<file path="src/rtl/spi_hex_uart_formatter_pkg.sv">
// Shared types and ASCII helpers for the SPI-to-UART hex dump formatter.
package spi_hex_pkg;

    typedef enum logic [2:0] {
        IDLE,
        HI,
        LO,
        SEP,
        CR,
        LF
    } state_t;

    localparam logic [7:0] ASCII_CR = 8'h0D;
    localparam logic [7:0] ASCII_LF = 8'h0A;
    localparam logic [7:0] ASCII_0  = 8'h30;
    localparam logic [7:0] ASCII_A  = 8'h41;

    // Uppercase hex digit for one nibble.
    function automatic logic [7:0] nibble_to_ascii(input logic [3:0] nibble);
        if (nibble <= 4'd9)
            return ASCII_0 + {4'h0, nibble};
        else
            return ASCII_A + {4'h0, nibble} - 8'd10;
    endfunction

endpackage

</file>
<file path="src/rtl/spi_hex_uart_formatter_if.sv">
// Bundle of the SPI receive handshake and UART TX FIFO write port seen by the formatter.
interface spi_hex_uart_formatter_if;

    logic [7:0] spi_rx_data;
    logic       spi_data_ready;
    logic       spi_read_ack;
    logic       tx_fifo_full;
    logic       tx_fifo_write_en;
    logic [7:0] tx_fifo_data_in;
    logic       busy;

    modport master (
        input  spi_rx_data,
        input  spi_data_ready,
        output spi_read_ack,
        input  tx_fifo_full,
        output tx_fifo_write_en,
        output tx_fifo_data_in,
        output busy
    );

    modport slave (
        output spi_rx_data,
        output spi_data_ready,
        input  spi_read_ack,
        output tx_fifo_full,
        input  tx_fifo_write_en,
        input  tx_fifo_data_in,
        input  busy
    );

endinterface

</file>
<file path="src/rtl/spi_hex_uart_formatter.sv">
// Turns each SPI byte into two hex characters plus separator (CR LF at line end) for the UART.
// Optional partial-line flush on idle timeout when SPI_HEX_FLUSH_EN is defined.
module spi_hex_uart_formatter
    import spi_hex_pkg::*;
#(
    parameter int         BYTES_PER_LINE = 16,
    parameter logic [7:0] SEPARATOR      = 8'h20,
    parameter int         FLUSH_CYCLES   = 2700000
) (
    input  logic                    system_clk,
    input  logic                    reset,
    spi_hex_uart_formatter_if.master bus
);

    localparam logic [7:0] LAST_IN_LINE = 8'(BYTES_PER_LINE - 1);

    state_t     state;
    state_t     next_state;
    logic [7:0] data_byte;
    logic [7:0] line_count;
    logic       armed;
    logic       capture;
    logic       can_write;
    logic       end_of_line;
    logic       flush_timeout;

    logic       ack_q;
    logic       write_q;
    logic [7:0] char_q;
    logic       busy_q;
    logic       ack_d;
    logic       write_d;
    logic [7:0] char_d;
    logic       busy_d;

    assign capture     = (state == IDLE) && bus.spi_data_ready && armed;
    // Never write on back-to-back cycles so the registered full flag is current.
    assign can_write   = !bus.tx_fifo_full && !write_q;
    assign end_of_line = (line_count == LAST_IN_LINE);

`ifdef SPI_HEX_FLUSH_EN
    localparam int IDLE_W = $clog2(FLUSH_CYCLES + 1);

    logic [IDLE_W-1:0] idle_count;

    assign flush_timeout = (state == IDLE) && (line_count != 8'd0) && !capture &&
                           (idle_count == IDLE_W'(FLUSH_CYCLES - 1));

    always_ff @(posedge system_clk) begin
        if (reset || capture || flush_timeout || state != IDLE || line_count == 8'd0)
            idle_count <= '0;
        else
            idle_count <= idle_count + 1'b1;
    end
`else
    logic unused_flush_cycles;

    assign flush_timeout       = 1'b0;
    assign unused_flush_cycles = |FLUSH_CYCLES;
`endif

    always_ff @(posedge system_clk) begin
        if (reset)
            state <= IDLE;
        else
            state <= next_state;
    end

    always_comb begin
        next_state = state;
        case (state)
            IDLE: begin
                if (capture)
                    next_state = HI;
                else if (flush_timeout)
                    next_state = CR;
            end
            HI:  if (can_write) next_state = LO;
            LO:  if (can_write) next_state = end_of_line ? CR : SEP;
            SEP: if (can_write) next_state = IDLE;
            CR:  if (can_write) next_state = LF;
            LF:  if (can_write) next_state = IDLE;
            default: next_state = IDLE;
        endcase
    end

    always_comb begin
        ack_d   = capture;
        write_d = (state != IDLE) && can_write;
        busy_d  = (next_state != IDLE);
        char_d  = char_q;
        case (state)
            HI:      char_d = nibble_to_ascii(data_byte[7:4]);
            LO:      char_d = nibble_to_ascii(data_byte[3:0]);
            SEP:     char_d = SEPARATOR;
            CR:      char_d = ASCII_CR;
            LF:      char_d = ASCII_LF;
            default: char_d = char_q;
        endcase
        if (!write_d)
            char_d = char_q;
    end

    // armed blocks re-capture of the same byte until upstream drops ready.
    always_ff @(posedge system_clk) begin
        if (reset) begin
            ack_q      <= 1'b0;
            write_q    <= 1'b0;
            char_q     <= 8'h00;
            busy_q     <= 1'b0;
            data_byte  <= 8'h00;
            line_count <= 8'd0;
            armed      <= 1'b1;
        end else begin
            ack_q   <= ack_d;
            write_q <= write_d;
            char_q  <= char_d;
            busy_q  <= busy_d;
            if (capture)
                data_byte <= bus.spi_rx_data;
            if (!bus.spi_data_ready)
                armed <= 1'b1;
            else if (capture)
                armed <= 1'b0;
            if (state == LO && can_write)
                line_count <= end_of_line ? 8'd0 : line_count + 8'd1;
            else if (flush_timeout)
                line_count <= 8'd0;
        end
    end

    assign bus.spi_read_ack     = ack_q;
    assign bus.tx_fifo_write_en = write_q;
    assign bus.tx_fifo_data_in  = char_q;
    assign bus.busy             = busy_q;

endmodule
</file>
<file path="src/flat_wrapper.sv">
// flat-port wrapper written by rule: the top's interface ports become plain ports
module spi_hex_uart_formatter_flat import spi_hex_pkg::*;
#(
    parameter int         BYTES_PER_LINE = 16,
    parameter logic [7:0] SEPARATOR      = 8'h20,
    parameter int         FLUSH_CYCLES   = 2700000
)
  (system_clk, reset, bus_spi_rx_data, bus_spi_data_ready, bus_spi_read_ack, bus_tx_fifo_full, bus_tx_fifo_write_en, bus_tx_fifo_data_in, bus_busy);
  spi_hex_uart_formatter_if bus_i ();
  input  logic system_clk;
  input  logic reset;
  input wire logic [$bits(bus_i.spi_rx_data)-1:0] bus_spi_rx_data;
  input wire logic [$bits(bus_i.spi_data_ready)-1:0] bus_spi_data_ready;
  output wire logic [$bits(bus_i.spi_read_ack)-1:0] bus_spi_read_ack;
  input wire logic [$bits(bus_i.tx_fifo_full)-1:0] bus_tx_fifo_full;
  output wire logic [$bits(bus_i.tx_fifo_write_en)-1:0] bus_tx_fifo_write_en;
  output wire logic [$bits(bus_i.tx_fifo_data_in)-1:0] bus_tx_fifo_data_in;
  output wire logic [$bits(bus_i.busy)-1:0] bus_busy;
  assign bus_i.spi_rx_data = bus_spi_rx_data;
  assign bus_i.spi_data_ready = bus_spi_data_ready;
  assign bus_spi_read_ack = bus_i.spi_read_ack;
  assign bus_i.tx_fifo_full = bus_tx_fifo_full;
  assign bus_tx_fifo_write_en = bus_i.tx_fifo_write_en;
  assign bus_tx_fifo_data_in = bus_i.tx_fifo_data_in;
  assign bus_busy = bus_i.busy;
  spi_hex_uart_formatter #(.BYTES_PER_LINE(BYTES_PER_LINE), .SEPARATOR(SEPARATOR), .FLUSH_CYCLES(FLUSH_CYCLES)) u_core (.system_clk(system_clk), .reset(reset), .bus(bus_i));
endmodule
</file>
<file path="config.mk">
export PLATFORM = sky130hd
export DESIGN_NAME = spi_hex_uart_formatter_flat
export DESIGN_NICKNAME = d
export VERILOG_FILES = /design/src/rtl/spi_hex_uart_formatter_pkg.sv /design/src/rtl/spi_hex_uart_formatter_if.sv /design/src/rtl/spi_hex_uart_formatter.sv /design/src/flat_wrapper.sv
export SDC_FILE = /design/constraint.sdc
export NUM_CORES = 1
export LEC_CHECK = 0
export CAP_MARGIN = 20
export CORE_MARGIN = 5
export CORE_UTILIZATION = 36
export DETAILED_ROUTE_END_ITERATION = 10
export PLACE_DENSITY_LB_ADDON = 0.08
export SYNTH_ARGS = -nofsm -noshare
export SYNTH_HDL_FRONTEND = slang
export SYNTH_SLANG_ARGS = --single-unit
</file>
<file path="constraint.sdc">
create_clock -name system_clk -period 2.3 [get_ports system_clk]
set_input_delay 0.69 -clock system_clk [delete_from_list [all_inputs] [get_ports system_clk]]
set_output_delay 0.69 -clock system_clk [all_outputs]
set_load 0.05 [all_outputs]
</file>
==> impl_metrics.sql, run 1 <==
INSERT INTO impl_metrics (metric_group, metric, value, unit) VALUES
('floorplanning', 'die_w', '76.9', 'µm'),
('setup_path', 'worstPathArrival', '1480', 'ps'),
('setup_path', 'timing.setup.critical_path_class', 'register to primary output', ''),
('sta', 'report.final.hold_viol_count', '0', ''),
('final_layout', 'nFillCells', '443', ''),
('yosys', 'synth_nets', '218', ''),
('drt', 'routed-via-count', '1549', ''),
('yosys', 'synth-edff-count', '0', ''),
('drt', 'post-route-drc-count', '0', ''),
('yosys', 'synth_sequential_area_ratio', '37.3', '%'),
('min_path', 'min_path_type', 'register to register', ''),
('pwr', 'irDropWorstVdd', '400', 'µV'),
('sta', 'fin_worst_skew', '3.81', 'ps'),
('final_layout', 'layout-drive-gt1-share', '10.2', '%'),
('yosys', 'synthesis.yosys.warnings', '0', ''),
('clock_tree', 'post-cts-setup-buffer-count', '0', ''),
('pwr', 'p_leak', '0.727', 'nW'),
('global_route', 'first_pass_grt_wire_length', '6900', 'µm'),
('sta', 'fin_worst_hold_slack', '470', 'ps'),
('global_route', 'grt_util_all_layers', '14.3', '%'),
('sta', 'setup_viol', '0', ''),
('global_route', 'largest_net_degree_at_the_start_of_global_routing', '16', ''),
('floorplanning', 'placement_rows', '24', ''),
('sta', 'timing.setup.tns', '0', 'ps'),
('final_layout', 'layoutNonFillerInstCount', '278', ''),
('placed_design', 'dp_hpwl', '3060', 'µm'),
('drt', 'wl_per_cell', '14.5', 'µm'),
('clock_tree', 'cts.reportedPaths.clkPinSlew', '70', 'ps'),
('setup_path', 'crit_path_end_kind', 'primary output', ''),
('final_layout', 'area_growth', '23.5', '%'),
('sta', 'post-route-min-period', '2170', 'ps'),
('placed_design', 'post_dp_cell_area', '0.00188', 'mm²'),
('global_route', 'grt_antenna_before_repair', '0', ''),
('clock_tree', 'cts_num_sinks', '30', ''),
('clock_tree', 'tritoncts', 'yes', ''),
('yosys', 'yosys.cell_types.count', '48', ''),
('setup_path', 'cp.required', '1610', 'ps'),
('clock_tree', 'post_cts_hold_buffers', '0', ''),
('sta', 'finalCritPeriodShare', '94.2', '%'),
('global_route', 'via_count_of_the_first_global_routing_pass', '1474', ''),
('yosys', 'synthCells', '201', ''),
('yosys', 'async_set_or_reset_flop_fraction_in_the_synthesized_netlist', '0', '%'),
('drt', 'drt-initial-drc-count', '156', ''),
('clock_tree', 'clock_latency', '280', 'ps'),
('sta', 'timing.fmax', '461', 'MHz'),
('floorplanning', 'floorplan.initialDensity', '37.0', '%'),
('floorplanning', 'die_h', '76.9', 'µm'),
('sta', 'grt_setup_unrepaired', 'false', ''),
('run_status', 'run_status', 'finished clean', ''),
('drt', 'routed_wl', '4030', 'µm'),
('setup_path', 'worstPathCellList', 'clkdlybuf4s50_1', ''),
('setup_path', 'regToRegSetupSlack', '410', 'ps'),
('floorplanning', 'core_region_area', '0.00435', 'mm²'),
('global_route', 'grt_remaining_overflow', '0', ''),
('placed_design', 'placedCellCount', '270', ''),
('yosys', 'syn-mean-instance-area', '8.01', 'µm²'),
('clock_tree', 'cts.root.buffer_cell', 'sky130_fd_sc_hd__clkbuf_8', ''),
('clock_tree', 'clock_path_buffers', '2', ''),
('floorplanning', 'dieArea', '0.00591', 'mm²'),
('drt', 'firstDrtPassIters', '4', ''),
('yosys', 'synth_ff_type', 'sky130_fd_sc_hd__dfxtp_1', ''),
('sta', 'finalMaxSlewViolations', '0', ''),
('drt', 'post_drt_via_cell_ratio', '5.57', ''),
('clock_tree', 'cts-htree-levels', '2', ''),
('setup_path', 'cp_top_family', 'buffers and inverters', ''),
('pwr', 'power-per-cell-area', '729', 'mW/mm²'),
('placed_design', 'finalWeightedCongestion', '0.895', ''),
('setup_path', 'critical_path.slowest_cell', 'sky130_fd_sc_hd__clkdlybuf4s50_1', ''),
('setup_path', 'timing.critical_path.buf_inv', '1', ''),
('placed_design', 'io_buffers', '21', ''),
('setup_path', 'crit_fanout', '5', '');
-- tightest hold or removal path, cell delays in order (launching register included) --
cell	delay (ps)
sky130_fd_sc_hd__dfxtp_1	320
sky130_fd_sc_hd__nand2_1	50
sky130_fd_sc_hd__a21oi_1	50
-- final timing paths --
path	from	end	depth (start not counted)
worst max-delay path	u_core.bus.tx_fifo_write_en$_SDFF_PP0_	bus_tx_fifo_write_en	1
worst min-delay path	u_core.data_byte[5]$_SDFFE_PP0P_	u_core.data_byte[5]$_SDFFE_PP0P_	2
worst max register to register	u_core.state[1]$_SDFF_PP0_	u_core.line_count[7]$_SDFFE_PP0P_	4
worst min register to register	u_core.data_byte[5]$_SDFFE_PP0P_	u_core.data_byte[5]$_SDFFE_PP0P_	2
-- sequential cells by signal, summed over array words and instances, names as in the netlist --
| signal | cells |
|---|---|
| u_core.data_byte | 8 |
| u_core.bus.tx_fifo_write_en | 1 |
| u_core.state | 3 |
| u_core.bus.spi_read_ack | 1 |
| u_core.armed | 1 |
| u_core.line_count | 8 |
| u_core.bus.busy | 1 |
| u_core.bus.tx_fifo_data_in | 7 |
-- routing by layer --
metal | GRT usage, % | up-vias | part of all wire (%)
met5 | 0 | - | 0
met4 | 5.94 | 0 | 1.4
met3 | 5.50 | 8 | 7.1
met2 | 20.6 | 63 | 43
met1 | 19.0 | 717 | 48
li1 | - | 761 | -
-- Yosys cell counts, types with 2 or more instances --
cell	instances	area (µm²)
sky130_fd_sc_hd__dfxtp_1	30	601
sky130_fd_sc_hd__nand3_1	9	45.0
sky130_fd_sc_hd__a31oi_1	2	12.5
sky130_fd_sc_hd__o21ba_2	2	20.0
sky130_fd_sc_hd__and3_1	5	31.3
sky130_fd_sc_hd__a211oi_1	3	22.5
sky130_fd_sc_hd__a21oi_1	18	90.1
sky130_fd_sc_hd__nand4_1	2	12.5
sky130_fd_sc_hd__a2111oi_0	2	17.5
sky130_fd_sc_hd__nor3_1	6	30.0
sky130_fd_sc_hd__nand2_1	27	101
sky130_fd_sc_hd__or3_1	3	18.8
sky130_fd_sc_hd__a32oi_1	2	17.5
sky130_fd_sc_hd__xnor2_1	3	26.3
sky130_fd_sc_hd__buf_4	2	15.0
sky130_fd_sc_hd__inv_1	11	41.3
sky130_fd_sc_hd__xor2_1	4	35.0
sky130_fd_sc_hd__nor2b_1	3	18.8
sky130_fd_sc_hd__buf_2	5	25.0
sky130_fd_sc_hd__ha_1	5	62.6
sky130_fd_sc_hd__nor2_1	17	63.8
sky130_fd_sc_hd__o21ai_0	6	30.0
sky130_fd_sc_hd__o32ai_1	2	17.5
sky130_fd_sc_hd__or2_0	2	12.5
sky130_fd_sc_hd__clkbuf_1	3	11.3
sky130_fd_sc_hd__o21bai_1	3	22.5
sky130_fd_sc_hd__o21a_1	3	22.5
-- per-stage QoR --
| stage | worst slack, ps | util, % |
|---|---|---|
| 2_1_floorplan | 642 | - |
| 6_report | 132 | 45.6 |
| 3_5_place_dp | 2.82 | 43.1 |
| 5_1_grt | 85.8 | 45.6 |
| 3_3_place_gp | 11.6 | 43.1 |
| 4_1_cts | 113 | 45.6 |
-- layout by cell type, fill, tap and decap left out, types with 6 or more instances in the layout --
cell                              synthesis  final
sky130_fd_sc_hd__clkdlybuf4s50_1          0     21
sky130_fd_sc_hd__dfxtp_1                 30     30
sky130_fd_sc_hd__nor3_1                   6      6
sky130_fd_sc_hd__inv_1                   11     11
sky130_fd_sc_hd__nand2_1                 27     27
sky130_fd_sc_hd__nor2_1                  17     17
sky130_fd_sc_hd__buf_4                    2      6
sky130_fd_sc_hd__a21oi_1                 18     18
sky130_fd_sc_hd__o21ai_0                  6      6
sky130_fd_sc_hd__nand3_1                  9      9
-- logic make-up after synthesis --
| family | count (synthesis) | share of synthesized area (%) |
|---|---|---|
| simple gates | 84 | 26.8 |
| compound gates | 53 | 22.2 |
| flops | 30 | 37.3 |
| buf+inv | 21 | 5.75 |
| xor+xnor | 7 | 3.81 |
| fa+ha+maj | 5 | 3.89 |
| other cells | 1 | 0.233 |
-- report_power, final --
part	total, mW	switching, mW	internal, mW
sequential	0.596	0.0406	0.555
combinational	0.331	0.203	0.128
clock	0.522	0.204	0.318
-- cell type report --
| cell class | count | area, µm² | share of cell area (%) |
|---|---|---|---|
| well taps | 52 | 65.1 | 3.27 |
| multi-input cells | 150 | 916 | 46.1 |
| clock buffers | 5 | 68.8 | 3.46 |
| repair buffers | 27 | 255 | 12.8 |
| inverters | 11 | 41.3 | 2.08 |
| clock inverters | 3 | 40.0 | 2.02 |
| flip-flops and latches | 30 | 601 | 30.2 |
(Power assumes the default switching activity.)
==> inputs of run 2 (changes only) <==
--- a/config.mk
+++ b/config.mk
@@ -8,6 +8,7 @@
 export CAP_MARGIN = 20
 export CORE_MARGIN = 5
 export CORE_UTILIZATION = 36
+export CTS_CLUSTER_DIAMETER = 30
 export DETAILED_ROUTE_END_ITERATION = 10
 export PLACE_DENSITY_LB_ADDON = 0.08
 export SYNTH_ARGS = -nofsm -noshare
==> results of run 2 <==
Same layout as run 1: the final DEF is identical, and so are final timing and power.
==> inputs of run 3 (changes only) <==
--- a/config.mk
+++ b/config.mk
@@ -9,8 +9,11 @@
 export CORE_MARGIN = 5
 export CORE_UTILIZATION = 36
 export CTS_CLUSTER_DIAMETER = 30
+export CTS_CLUSTER_SIZE = 25
 export DETAILED_ROUTE_END_ITERATION = 10
 export PLACE_DENSITY_LB_ADDON = 0.08
+export SETUP_SLACK_MARGIN = 0.5
+export SLEW_MARGIN = 20
 export SYNTH_ARGS = -nofsm -noshare
 export SYNTH_HDL_FRONTEND = slang
 export SYNTH_SLANG_ARGS = --single-unit
==> run 3 against run 2 <==
- routed wire length increased by 1.9%
- fmax up 23%
- critical path depth is 5 higher
- register-to-register slack improved by 130 ps
- core utilization rose by 0.78 points
- via count shrank 0.45%
- combinational power barely moved
- worst setup slack better by 410 ps
- global-route usage up 0.32 points
- clock power barely moved
- die area did not move
- largest cell class unchanged
- largest power group unchanged
- highest routed layer unchanged
==> impl_metrics.sql, run 3 (synthesized netlist as in run 1, its figures left out) <==
INSERT INTO impl_metrics (metric_group, metric, value, unit) VALUES
('global_route', 'largest_net_degree_at_the_start_of_global_routing', '16', ''),
('pwr', 'irDropWorstVdd', '360', 'µV'),
('sta', 'timing.fmax', '568', 'MHz'),
('sta', 'setup_viol', '0', ''),
('clock_tree', 'total_clock_buffers_created_by_cts', '5', ''),
('drt', 'post_drt_via_cell_ratio', '5.55', ''),
('floorplanning', 'die_w', '76.9', 'µm'),
('setup_path', 'crit_path_start', 'u_core.data_byte[4]$_SDFFE_PP0P_', ''),
('sta', 'post-route-min-period', '1760', 'ps'),
('pwr', 'internal_power', '0.999', 'mW'),
('pwr', 'seq_power_share', '41.2', '%'),
('final_layout', 'antennaDiodeCount', '0', ''),
('floorplanning', 'core_region_area', '0.00435', 'mm²'),
('final_layout', 'seqCellArea', '606', 'µm²'),
('final_layout', 'final_common_cell', 'sky130_fd_sc_hd__nand2_1', ''),
('setup_path', 'timing.setup.critical_path_class', 'register to register', ''),
('setup_path', 'critical_path.reg2reg.startpoint', 'u_core.data_byte[4]$_SDFFE_PP0P_', ''),
('final_layout', 'nets', '242', ''),
('clock_tree', 'clock_latency', '280', 'ps'),
('global_route', 'grt_remaining_overflow', '0', ''),
('global_route', 'grt_util_all_layers', '14.7', '%'),
('drt', 'firstDrtPassIters', '5', ''),
('global_route', 'via_count_of_the_first_global_routing_pass', '1495', ''),
('min_path', 'hold_path_startpoint', 'u_core.data_byte[5]$_SDFFE_PP0P_', ''),
('floorplanning', 'dieArea', '0.00591', 'mm²'),
('sta', 'fin_worst_skew', '4.18', 'ps'),
('global_route', 'first_pass_grt_wire_length', '7020', 'µm'),
('sta', 'finalMaxSlewViolations', '0', ''),
('setup_path', 'cp.required', '2450', 'ps'),
('drt', 'drt-initial-drc-count', '106', ''),
('final_layout', 'multi_input_comb_area', '952', 'µm²'),
('global_route', 'grt_antenna_before_repair', '0', ''),
('min_path', 'min_path_type', 'register to register', ''),
('pwr', 'netSwitchingFraction', '31.4', '%'),
('final_layout', 'layout-drive-gt1-share', '18.1', '%'),
('min_path', 'worst_hold_depth', '2', ''),
('final_layout', 'layout_common_cells', '27 x sky130_fd_sc_hd__nand2_1, 26 x sky130_fd_sc_hd__dfxtp_1, 18 x sky130_fd_sc_hd__a21oi_1', ''),
('setup_path', 'crit_path_end_kind', 'register', ''),
('floorplanning', 'die_h', '76.9', 'µm'),
('clock_tree', 'cts_num_sinks', '30', ''),
('sta', 'finalCritPeriodShare', '76.5', '%'),
('drt', 'detail-route-antenna-nets', '0', ''),
('drt', 'routed-via-count', '1542', ''),
('clock_tree', 'post-cts-setup-buffer-count', '0', ''),
('setup_path', 'startpoint_type', 'register', ''),
('pwr', 'comb_power_share', '22.9', '%'),
('final_layout', 'area_growth', '25.6', '%'),
('drt', 'post-route-drc-count', '0', ''),
('floorplanning', 'io_pins', '23', ''),
('sta', 'grt_setup_unrepaired', 'true', ''),
('floorplanning', 'floorplan.initialDensity', '37.0', '%'),
('job', 'drv.max_cap_violation_count', '0', ''),
('pwr', 'p_leak', '0.740', 'nW'),
('setup_path', 'worstPathArrival', '1910', 'ps'),
('pwr', 'fin_total_pwr', '1.46', 'mW'),
('placed_design', 'dp_hpwl', '3060', 'µm'),
('drt', 'wl_per_cell', '14.8', 'µm'),
('sta', 'report.final.hold_viol_count', '0', ''),
('setup_path', 'crit_fanout', '5', ''),
('run_status', 'run_status', 'finished clean', ''),
('pwr', 'power.net_switching', '0.456', 'mW'),
('clock_tree', 'clock_path_buffers', '2', ''),
('clock_tree', 'cts.root.buffer_cell', 'sky130_fd_sc_hd__clkbuf_8', ''),
('pwr', 'power-per-cell-area', '720', 'mW/mm²'),
('placed_design', 'finalWeightedCongestion', '0.895', ''),
('floorplanning', 'placement_rows', '24', ''),
('clock_tree', 'tritoncts', 'yes', ''),
('pwr', 'share_clk_of_total_power', '35.9', '%'),
('clock_tree', 'cts-htree-levels', '2', ''),
('placed_design', 'io_buffers', '21', ''),
('setup_path', 'worst-r2r-cell-count', '6', ''),
('sta', 'timing.setup.tns', '0', 'ps'),
('drt', 'routed_wl', '4100', 'µm'),
('clock_tree', 'cts.reportedPaths.clkPinSlew', '60', 'ps'),
('final_layout', 'nFillCells', '438', '');
run 3: cell type report:
type / count / area share [%]
clock buffers: 5 / 3.41
flip-flops and latches: 30 / 30.0
well taps: 52 / 3.22
multi-input cells: 150 / 47.1
repair buffers: 27 / 12.3
clock inverters: 3 / 1.98
inverters: 11 / 2.04
run 3: path summary, 6_finish.rpt:
path / to / slack [ps]
worst max register to register: u_core.bus.tx_fifo_data_in[5]$_SDFFE_PP0P_ / 540
worst min register to register: u_core.data_byte[5]$_SDFFE_PP0P_ / 470
worst max-delay path: u_core.bus.tx_fifo_data_in[5]$_SDFFE_PP0P_ / 540
worst min-delay path: u_core.data_byte[5]$_SDFFE_PP0P_ / 470
run 3: worst max-delay path: stages (launching register included):
cell and delay (ps):
sky130_fd_sc_hd__dfxtp_1 400, sky130_fd_sc_hd__inv_1 80, sky130_fd_sc_hd__ha_1 260, sky130_fd_sc_hd__o21bai_1 260, sky130_fd_sc_hd__nand2_1 110, sky130_fd_sc_hd__a2111oi_1 390, sky130_fd_sc_hd__a2111oi_0 120
run 3: timing repair:
| action | CTS | global route |
|---|---|---|
| endpoints found under the setup margin | 26 | 19 |
| hold buffers | 0 | 0 |
| pin swaps | 1 | 1 |
| resized for setup | 32 | 11 |
run 3: layer usage:
metal  GRT usage, %  wire length, µm  vias up
met1           19.2             1920      710
met4           6.12               76        0
met2           21.4             1800       60
li1               -                -      762
met3           5.62              309       10
met5              0                0        -
run 3: power groups by stage:
stage	clock network (mW)	logic, mW	registers, mW
after floorplan	0	0.183	0.646
after global placement	0	0.322	0.604
after detailed placement	0	0.328	0.606
after CTS	0.530	0.329	0.596
after global routing	0.551	0.370	0.606
final	0.523	0.334	0.599
run 3: stage by stage:
stage          cells  hold slack, ps  setup WS, ps  instance area (µm²)  utilization, %
6_report         278             472           541                 2020            46.4
5_1_grt          278             501           469                 2020            46.4
4_1_cts          278             475           501                 2010            46.2
3_5_place_dp     270             465          2.82                 1880            43.1
3_3_place_gp     270             455          11.6                 1880            43.1
2_1_floorplan    201             445           642                 1610               -
